$ cat src/rtl/instruction_fetch_if.sv
`default_nettype none
// ============================================================================
// Module      : instruction_fetch_if
// Description : Bundle of the fetch-stage bus signals. The master modport is
//               the fetch stage; the slave modport is everything around it
//               (instruction memory, decode, hazard/redirect control).
// Revision    : 1.0 - initial release
// ============================================================================
interface instruction_fetch_if;
  logic [31:0] imem_addr;
  logic [31:0] imem_inst;
  logic        stall;
  logic        halt;
  logic        redirect_valid;
  logic [31:0] redirect_pc;
  logic        if_valid;
  logic        if_ready;
  logic [31:0] if_inst;
  logic [31:0] if_pc;
  logic [31:0] if_pc_plus4;
  logic        fault;
  logic [31:0] fault_pc;

  modport master (
    output imem_addr,
    input  imem_inst,
    input  stall,
    input  halt,
    input  redirect_valid,
    input  redirect_pc,
    output if_valid,
    input  if_ready,
    output if_inst,
    output if_pc,
    output if_pc_plus4,
    output fault,
    output fault_pc
  );

  modport slave (
    input  imem_addr,
    output imem_inst,
    output stall,
    output halt,
    output redirect_valid,
    output redirect_pc,
    input  if_valid,
    output if_ready,
    input  if_inst,
    input  if_pc,
    input  if_pc_plus4,
    input  fault,
    input  fault_pc
  );
endinterface
`default_nettype wire

$ cat src/rtl/instruction_fetch.sv
`default_nettype none
// ============================================================================
// Module      : instruction_fetch
// Description : MIPS fetch stage. Owns the PC, drives the instruction memory
//               address and registers the returned word into a valid/ready
//               output register toward decode. Handles redirect, stall, halt.
//               Optional misaligned-redirect trap: define FETCH_ALIGN_CHK_EN.
// Revision    : 1.0 - initial release
// ============================================================================
module instruction_fetch #(
  parameter logic [31:0] RESET_PC = 32'h0000_0000
) (
  input  logic              clk,
  input  logic              rst,
  instruction_fetch_if.master bus
);

  typedef enum logic [1:0] {
    st_run    = 2'd0,
    st_halted = 2'd1,
    st_fault  = 2'd2
  } state_t;

  localparam logic [31:0] c_reset_pc = {RESET_PC[31:2], 2'b00};

  state_t      r_state;
  logic [31:0] r_pc;
  logic        r_if_valid;
  logic [31:0] r_if_inst;
  logic [31:0] r_if_pc;
  logic [31:0] r_if_pc_plus4;

  state_t      w_state_nxt;
  logic [31:0] w_pc_nxt;
  logic        w_if_valid_nxt;
  logic [31:0] w_if_inst_nxt;
  logic [31:0] w_if_pc_nxt;
  logic [31:0] w_if_pc_plus4_nxt;

  logic        w_xfer;
  logic        w_cap;
  logic [31:0] w_pc_plus4;
  logic [31:0] w_redirect_aligned;

`ifdef FETCH_ALIGN_CHK_EN
  logic        r_fault;
  logic [31:0] r_fault_pc;
  logic        w_fault_nxt;
  logic [31:0] w_fault_pc_nxt;
`endif

  // Handshake and capture qualifiers; a word is captured only while running.
  assign w_xfer             = r_if_valid & bus.if_ready;
  assign w_cap              = (r_state == st_run) & ~bus.stall & ~bus.redirect_valid
                              & (~r_if_valid | bus.if_ready);
  assign w_pc_plus4         = r_pc + 32'd4;
  assign w_redirect_aligned = bus.redirect_pc & 32'hFFFF_FFFC;

  // Next-state / next-register logic; redirect outranks halt, stall and capture.
  always_comb begin
    w_state_nxt       = r_state;
    w_pc_nxt          = r_pc;
    w_if_valid_nxt    = r_if_valid;
    w_if_inst_nxt     = r_if_inst;
    w_if_pc_nxt       = r_if_pc;
    w_if_pc_plus4_nxt = r_if_pc_plus4;
`ifdef FETCH_ALIGN_CHK_EN
    w_fault_nxt       = r_fault;
    w_fault_pc_nxt    = r_fault_pc;
`endif
    if (bus.redirect_valid) begin
      // Flush the fetch register; any same-cycle handshake is already legal.
      w_if_valid_nxt = 1'b0;
`ifdef FETCH_ALIGN_CHK_EN
      if (bus.redirect_pc[1:0] != 2'b00) begin
        // Trap: PC stays where it was, offending target is recorded.
        w_state_nxt    = st_fault;
        w_fault_nxt    = 1'b1;
        w_fault_pc_nxt = bus.redirect_pc;
      end else begin
        w_state_nxt = st_run;
        w_pc_nxt    = w_redirect_aligned;
        w_fault_nxt = 1'b0;
      end
`else
      w_state_nxt = st_run;
      w_pc_nxt    = w_redirect_aligned;
`endif
    end else begin
      if (w_cap) begin
        w_if_inst_nxt     = bus.imem_inst;
        w_if_pc_nxt       = r_pc;
        w_if_pc_plus4_nxt = w_pc_plus4;
        w_if_valid_nxt    = 1'b1;
        w_pc_nxt          = w_pc_plus4;
      end else if (w_xfer) begin
        w_if_valid_nxt = 1'b0;
      end
      // The word captured alongside halt is the last one fetched.
      if ((r_state == st_run) && bus.halt) begin
        w_state_nxt = st_halted;
      end
    end
  end

  // State and datapath registers with asynchronous reset.
  always_ff @(posedge clk or posedge rst) begin
    if (rst) begin
      r_state       <= st_run;
      r_pc          <= c_reset_pc;
      r_if_valid    <= 1'b0;
      r_if_inst     <= 32'd0;
      r_if_pc       <= 32'd0;
      r_if_pc_plus4 <= 32'd4;
    end else begin
      r_state       <= w_state_nxt;
      r_pc          <= w_pc_nxt;
      r_if_valid    <= w_if_valid_nxt;
      r_if_inst     <= w_if_inst_nxt;
      r_if_pc       <= w_if_pc_nxt;
      r_if_pc_plus4 <= w_if_pc_plus4_nxt;
    end
  end

`ifdef FETCH_ALIGN_CHK_EN
  // Trap status registers.
  always_ff @(posedge clk or posedge rst) begin
    if (rst) begin
      r_fault    <= 1'b0;
      r_fault_pc <= 32'd0;
    end else begin
      r_fault    <= w_fault_nxt;
      r_fault_pc <= w_fault_pc_nxt;
    end
  end

  assign bus.fault    = r_fault;
  assign bus.fault_pc = r_fault_pc;
`else
  assign bus.fault    = 1'b0;
  assign bus.fault_pc = 32'd0;
`endif

  assign bus.imem_addr   = r_pc;
  assign bus.if_valid    = r_if_valid;
  assign bus.if_inst     = r_if_inst;
  assign bus.if_pc       = r_if_pc;
  assign bus.if_pc_plus4 = r_if_pc_plus4;

endmodule
`default_nettype wire

$ cat src/flat_wrapper.sv
// flat-port wrapper written by rule: the top's interface ports become plain ports
module instruction_fetch_flat 
#(
  parameter logic [31:0] RESET_PC = 32'h0000_0000
)
  (clk, rst, bus_imem_addr, bus_imem_inst, bus_stall, bus_halt, bus_redirect_valid, bus_redirect_pc, bus_if_valid, bus_if_ready, bus_if_inst, bus_if_pc, bus_if_pc_plus4, bus_fault, bus_fault_pc);
  instruction_fetch_if bus_i ();
  input  logic clk;
  input  logic rst;
  output wire logic [$bits(bus_i.imem_addr)-1:0] bus_imem_addr;
  input wire logic [$bits(bus_i.imem_inst)-1:0] bus_imem_inst;
  input wire logic [$bits(bus_i.stall)-1:0] bus_stall;
  input wire logic [$bits(bus_i.halt)-1:0] bus_halt;
  input wire logic [$bits(bus_i.redirect_valid)-1:0] bus_redirect_valid;
  input wire logic [$bits(bus_i.redirect_pc)-1:0] bus_redirect_pc;
  output wire logic [$bits(bus_i.if_valid)-1:0] bus_if_valid;
  input wire logic [$bits(bus_i.if_ready)-1:0] bus_if_ready;
  output wire logic [$bits(bus_i.if_inst)-1:0] bus_if_inst;
  output wire logic [$bits(bus_i.if_pc)-1:0] bus_if_pc;
  output wire logic [$bits(bus_i.if_pc_plus4)-1:0] bus_if_pc_plus4;
  output wire logic [$bits(bus_i.fault)-1:0] bus_fault;
  output wire logic [$bits(bus_i.fault_pc)-1:0] bus_fault_pc;
  assign bus_imem_addr = bus_i.imem_addr;
  assign bus_i.imem_inst = bus_imem_inst;
  assign bus_i.stall = bus_stall;
  assign bus_i.halt = bus_halt;
  assign bus_i.redirect_valid = bus_redirect_valid;
  assign bus_i.redirect_pc = bus_redirect_pc;
  assign bus_if_valid = bus_i.if_valid;
  assign bus_i.if_ready = bus_if_ready;
  assign bus_if_inst = bus_i.if_inst;
  assign bus_if_pc = bus_i.if_pc;
  assign bus_if_pc_plus4 = bus_i.if_pc_plus4;
  assign bus_fault = bus_i.fault;
  assign bus_fault_pc = bus_i.fault_pc;
  instruction_fetch #(.RESET_PC(RESET_PC)) u_core (.clk(clk), .rst(rst), .bus(bus_i));
endmodule
$ cat config.mk
export PLATFORM = sky130hd
export DESIGN_NAME = instruction_fetch_flat
export DESIGN_NICKNAME = d
export VERILOG_FILES = /design/src/rtl/instruction_fetch_if.sv /design/src/rtl/instruction_fetch.sv /design/src/flat_wrapper.sv
export SDC_FILE = /design/constraint.sdc
export NUM_CORES = 1
export LEC_CHECK = 0
export ABC_AREA = 1
export CAP_MARGIN = 20
export CORE_MARGIN = 2
export CORE_UTILIZATION = 47
export DETAILED_ROUTE_END_ITERATION = 16
export PLACE_DENSITY = 0.86
export SETUP_SLACK_MARGIN = 0.4
export SYNTH_ARGS = -nofsm -noshare
export SYNTH_HDL_FRONTEND = slang
export SYNTH_SLANG_ARGS = --single-unit
$ cat constraint.sdc
create_clock -name clk -period 9.5 [get_ports clk]
set_input_delay 1.9 -clock clk [delete_from_list [all_inputs] [get_ports clk]]
set_output_delay 1.9 -clock clk [all_outputs]
set_load 0.01 [all_outputs]
==> results.sh <==
export IMPL_post_synth_cell_area_avg_um2=7.959
export IMPL_ys_async_sr_fraction=1.000
export IMPL_finalHoldViolCount=0
export IMPL_num_io_pins=232
export IMPL_clk_pin_slew_ns=0.06
export IMPL_leakage_nw=4.043
export IMPL_synthDominantCellAreaShare=0.5233
export IMPL_drt_total_wl_um=16240
export IMPL_min_period_ns=4.814
export IMPL_instances_no_fill=1107
export IMPL_relSlewSlack=0.4055
export IMPL_timing_rr_end="u_core.bus.if_pc[2]"
export IMPL_grt_pass1_vias=5021
export IMPL_maxSlewViolCount=0
export IMPL_syn_inst=739
export IMPL_cts_tree="yes"
export IMPL_crit_required_ns=9.80
export IMPL_regArea_um2=3104
export IMPL_worstSetupStartpointType="input port"
export IMPL_post_drt_wl_per_cell_um=14.67
export IMPL_path_class="input port to register"
export IMPL_die_area_um2=13430
export IMPL_vdd_drop_max_mv=0.1050
export IMPL_rr_startpoint="u_core.r_state[0]"
export IMPL_initial_core_util=0.4856
export IMPL_rows=40
export IMPL_ant_nets=0
export IMPL_final_nets=997
export IMPL_area_growth_pct=41.50
export IMPL_post_cts_resized=0
export IMPL_setup_tns_ns=0
export IMPL_cap_violations=0
export IMPL_multi_input_area_um2=2280
export IMPL_firstDrtPassIters=5
export IMPL_crit_fanout=67
export IMPL_r2r_cells=9
export IMPL_globalplace_congestion=0.8344
export IMPL_antenna_cells=0
export IMPL_postCtsSetupRepairBufs=0
export IMPL_hold_path_end="u_core.bus.if_inst[2]"
export IMPL_synthDistinctLibCells=27
export IMPL_synth_edf_count=0
export IMPL_die_w_um=115.9
export IMPL_clk_path_buf_depth=2
export IMPL_insertion_delay_ns=0.41
export IMPL_cts_buffers=17
export IMPL_worstHoldPathCells=2
export IMPL_grt_max_degree=71
export IMPL_synth_top_area_cell="dfrtp_1"
export IMPL_io_buffers=190
export IMPL_layout_drive_gt1_share=0.06390
export IMPL_hp_class="register to register"
export IMPL_ys_ff_latch=124
export IMPL_num_vias=5340
export IMPL_fin_worst_skew_ns=0.01009
export IMPL_drc=0
export IMPL_dp_cells=1075
export IMPL_hp_start="u_core.bus.if_inst[2]"
export IMPL_fillerInstances=973
export IMPL_core_area_um2=12110
export IMPL_holdBufCountCts=0
export IMPL_grt_usage=0.2458
export IMPL_drtIter0Drc=312
export IMPL_clock_fmax_ghz=0.2077
export IMPL_end_kind="register"
export IMPL_dp_hpwl_um=11230
export IMPL_finalSetupViolCount=0
export IMPL_ys_warnings_count=0
export IMPL_synth_top_cells_by_area="dfrtp_1 52%, nand2_1 21%, buf_4 5.1%"
export IMPL_clock_sinks=124
export IMPL_worst_slew_pin_slew_ns=0.8917
export IMPL_synthesis_area_um2=5882
export IMPL_status="finished clean"
export IMPL_via_per_inst=4.824
export IMPL_cts_root_buffer="clkbuf_16"
export IMPL_synth_most_common_cell="nand2_1"
export IMPL_cts_max_level=4
export IMPL_grt_antenna_before_repair=0
export IMPL_min_period_over_period=0.5067
export IMPL_powerDensity_nw_per_um2=210.7
export IMPL_grt_overflow_total=0
export IMPL_rsz0062_at_grt="no"
export IMPL_die_y_um=115.9
export IMPL_synth_main_ff_cell="dfrtp_1"
export IMPL_arrival_ns=5.11
export IMPL_synth_seq_area_share=0.5278
export IMPL_r2r_slack_ns=6.29
export IMPL_grt_pass1_wl_um=25450
export IMPL_post_route_util=0.6872
export IMPL_netlist_top_cells_count="329 x nand2_1, 123 x dfrtp_1, 54 x inv_1, 53 x nand3_1, 48 x o21ai_0"
-- routing by layer --
| layer | wire [µm] | track usage | up-vias |
|---|---|---|---|
| met5 | 0 | 0 | - |
| li1 | - | - | 2585 |
| met3 | 1122 | 0.05596 | 44 |
| met2 | 7515 | 0.3922 | 250 |
| met1 | 7021 | 0.3190 | 2461 |
| met4 | 579 | 0.1183 | 0 |
-- report_power, final --
group	internal (mW)	switching (mW)	total (mW)
sequential	0.621	0.0669	0.688
combinational	0.227	0.200	0.427
clock	0.394	0.244	0.638
total	1.24	0.511	1.75
-- worst max-delay path, stage by stage --
cell and delay [ns]:
clkdlybuf4s50_1 0.39, buf_4 0.26, nor2_4 0.14, buf_4 0.61
clkinv_2 0.80, buf_4 0.58, nor2_2 0.18, inv_1 0.06
o21a_1 0.10
-- registers in the layout, indices dropped and copies added, names as in the netlist --
signal	cells
u_core.bus.if_inst	32
u_core.bus.if_pc_plus4	30
u_core.bus.if_pc	30
u_core.r_state	1
u_core.bus.imem_addr	30
u_core.bus.if_valid	1
-- worst max path at each step --
stage	start	slack, ns	endpoint
6_report	bus_redirect_valid	4.69	u_core.bus.if_pc[2]
5_1_grt	bus_redirect_valid	4.42	u_core.bus.if_pc[2]
3_5_place_dp	bus_redirect_valid	4.31	u_core.bus.if_pc[2]
3_3_place_gp	bus_redirect_valid	4.29	u_core.bus.if_pc[2]
2_1_floorplan	rst	4.30	u_core.bus.if_inst[0]
4_1_cts	bus_redirect_valid	4.74	u_core.bus.if_pc[2]
-- placed cells by master, fill, tap and decap left out --
master	synthesis	routed
a21oi_1	2	2
and2_1	1	1
buf_4	40	4
bufinv_16	0	2
clkbuf_1	10	1
clkbuf_16	0	17
clkbuf_8	1	1
clkdlybuf4s50_1	0	190
clkinv_2	0	3
clkinv_4	0	4
clkinvlp_4	0	4
conb_1	1	39
dfrtp_1	123	123
dfstp_2	1	1
ha_1	1	1
inv_1	54	53
inv_4	0	1
inv_6	0	1
nand2_1	329	329
nand2_2	5	5
nand2_4	2	2
nand3_1	53	53
nand4_1	1	1
nor2_1	30	30
nor2_2	7	7
nor2_4	7	7
o211ai_1	5	5
o21a_1	1	1
o21ai_0	48	48
or2_2	1	1
xnor2_1	2	2
-- area by class of cell --
class | instances | share of cell area
clock buffers | 19 | 0.05322
clock inverters | 13 | 0.01729
inverters | 55 | 0.02526
multi-input cells | 534 | 0.2739
flip-flops and latches | 124 | 0.3730
well taps | 168 | 0.02526
repair buffers | 194 | 0.2321
-- per-stage QoR --
stage,total power [mW],worst slack [ns],area [µm²],hold slack [ns]
6_report,1.753,4.686,8323,0.4701
5_1_grt,1.837,4.422,8323,0.4869
4_1_cts,1.764,4.737,8323,0.4721
3_5_place_dp,1.123,4.310,7736,0.4578
3_3_place_gp,1.111,4.293,7736,0.4520
2_1_floorplan,0.8744,4.302,6025,0.4646
-- logic make-up after synthesis --
| kind of cell | count (synthesis) | share of synthesized area |
|---|---|---|
| xor gates and xnor gates | 2 | 0.002979 |
| DFF | 124 | 0.5278 |
| AOI/OAI and AO/OA | 56 | 0.05020 |
| buffers and inverters | 119 | 0.1089 |
| other | 1 | 0.0006376 |
| adders and majority gates | 1 | 0.002127 |
| and+or+nand+nor | 436 | 0.3074 |
(Power assumes the default switching activity.)
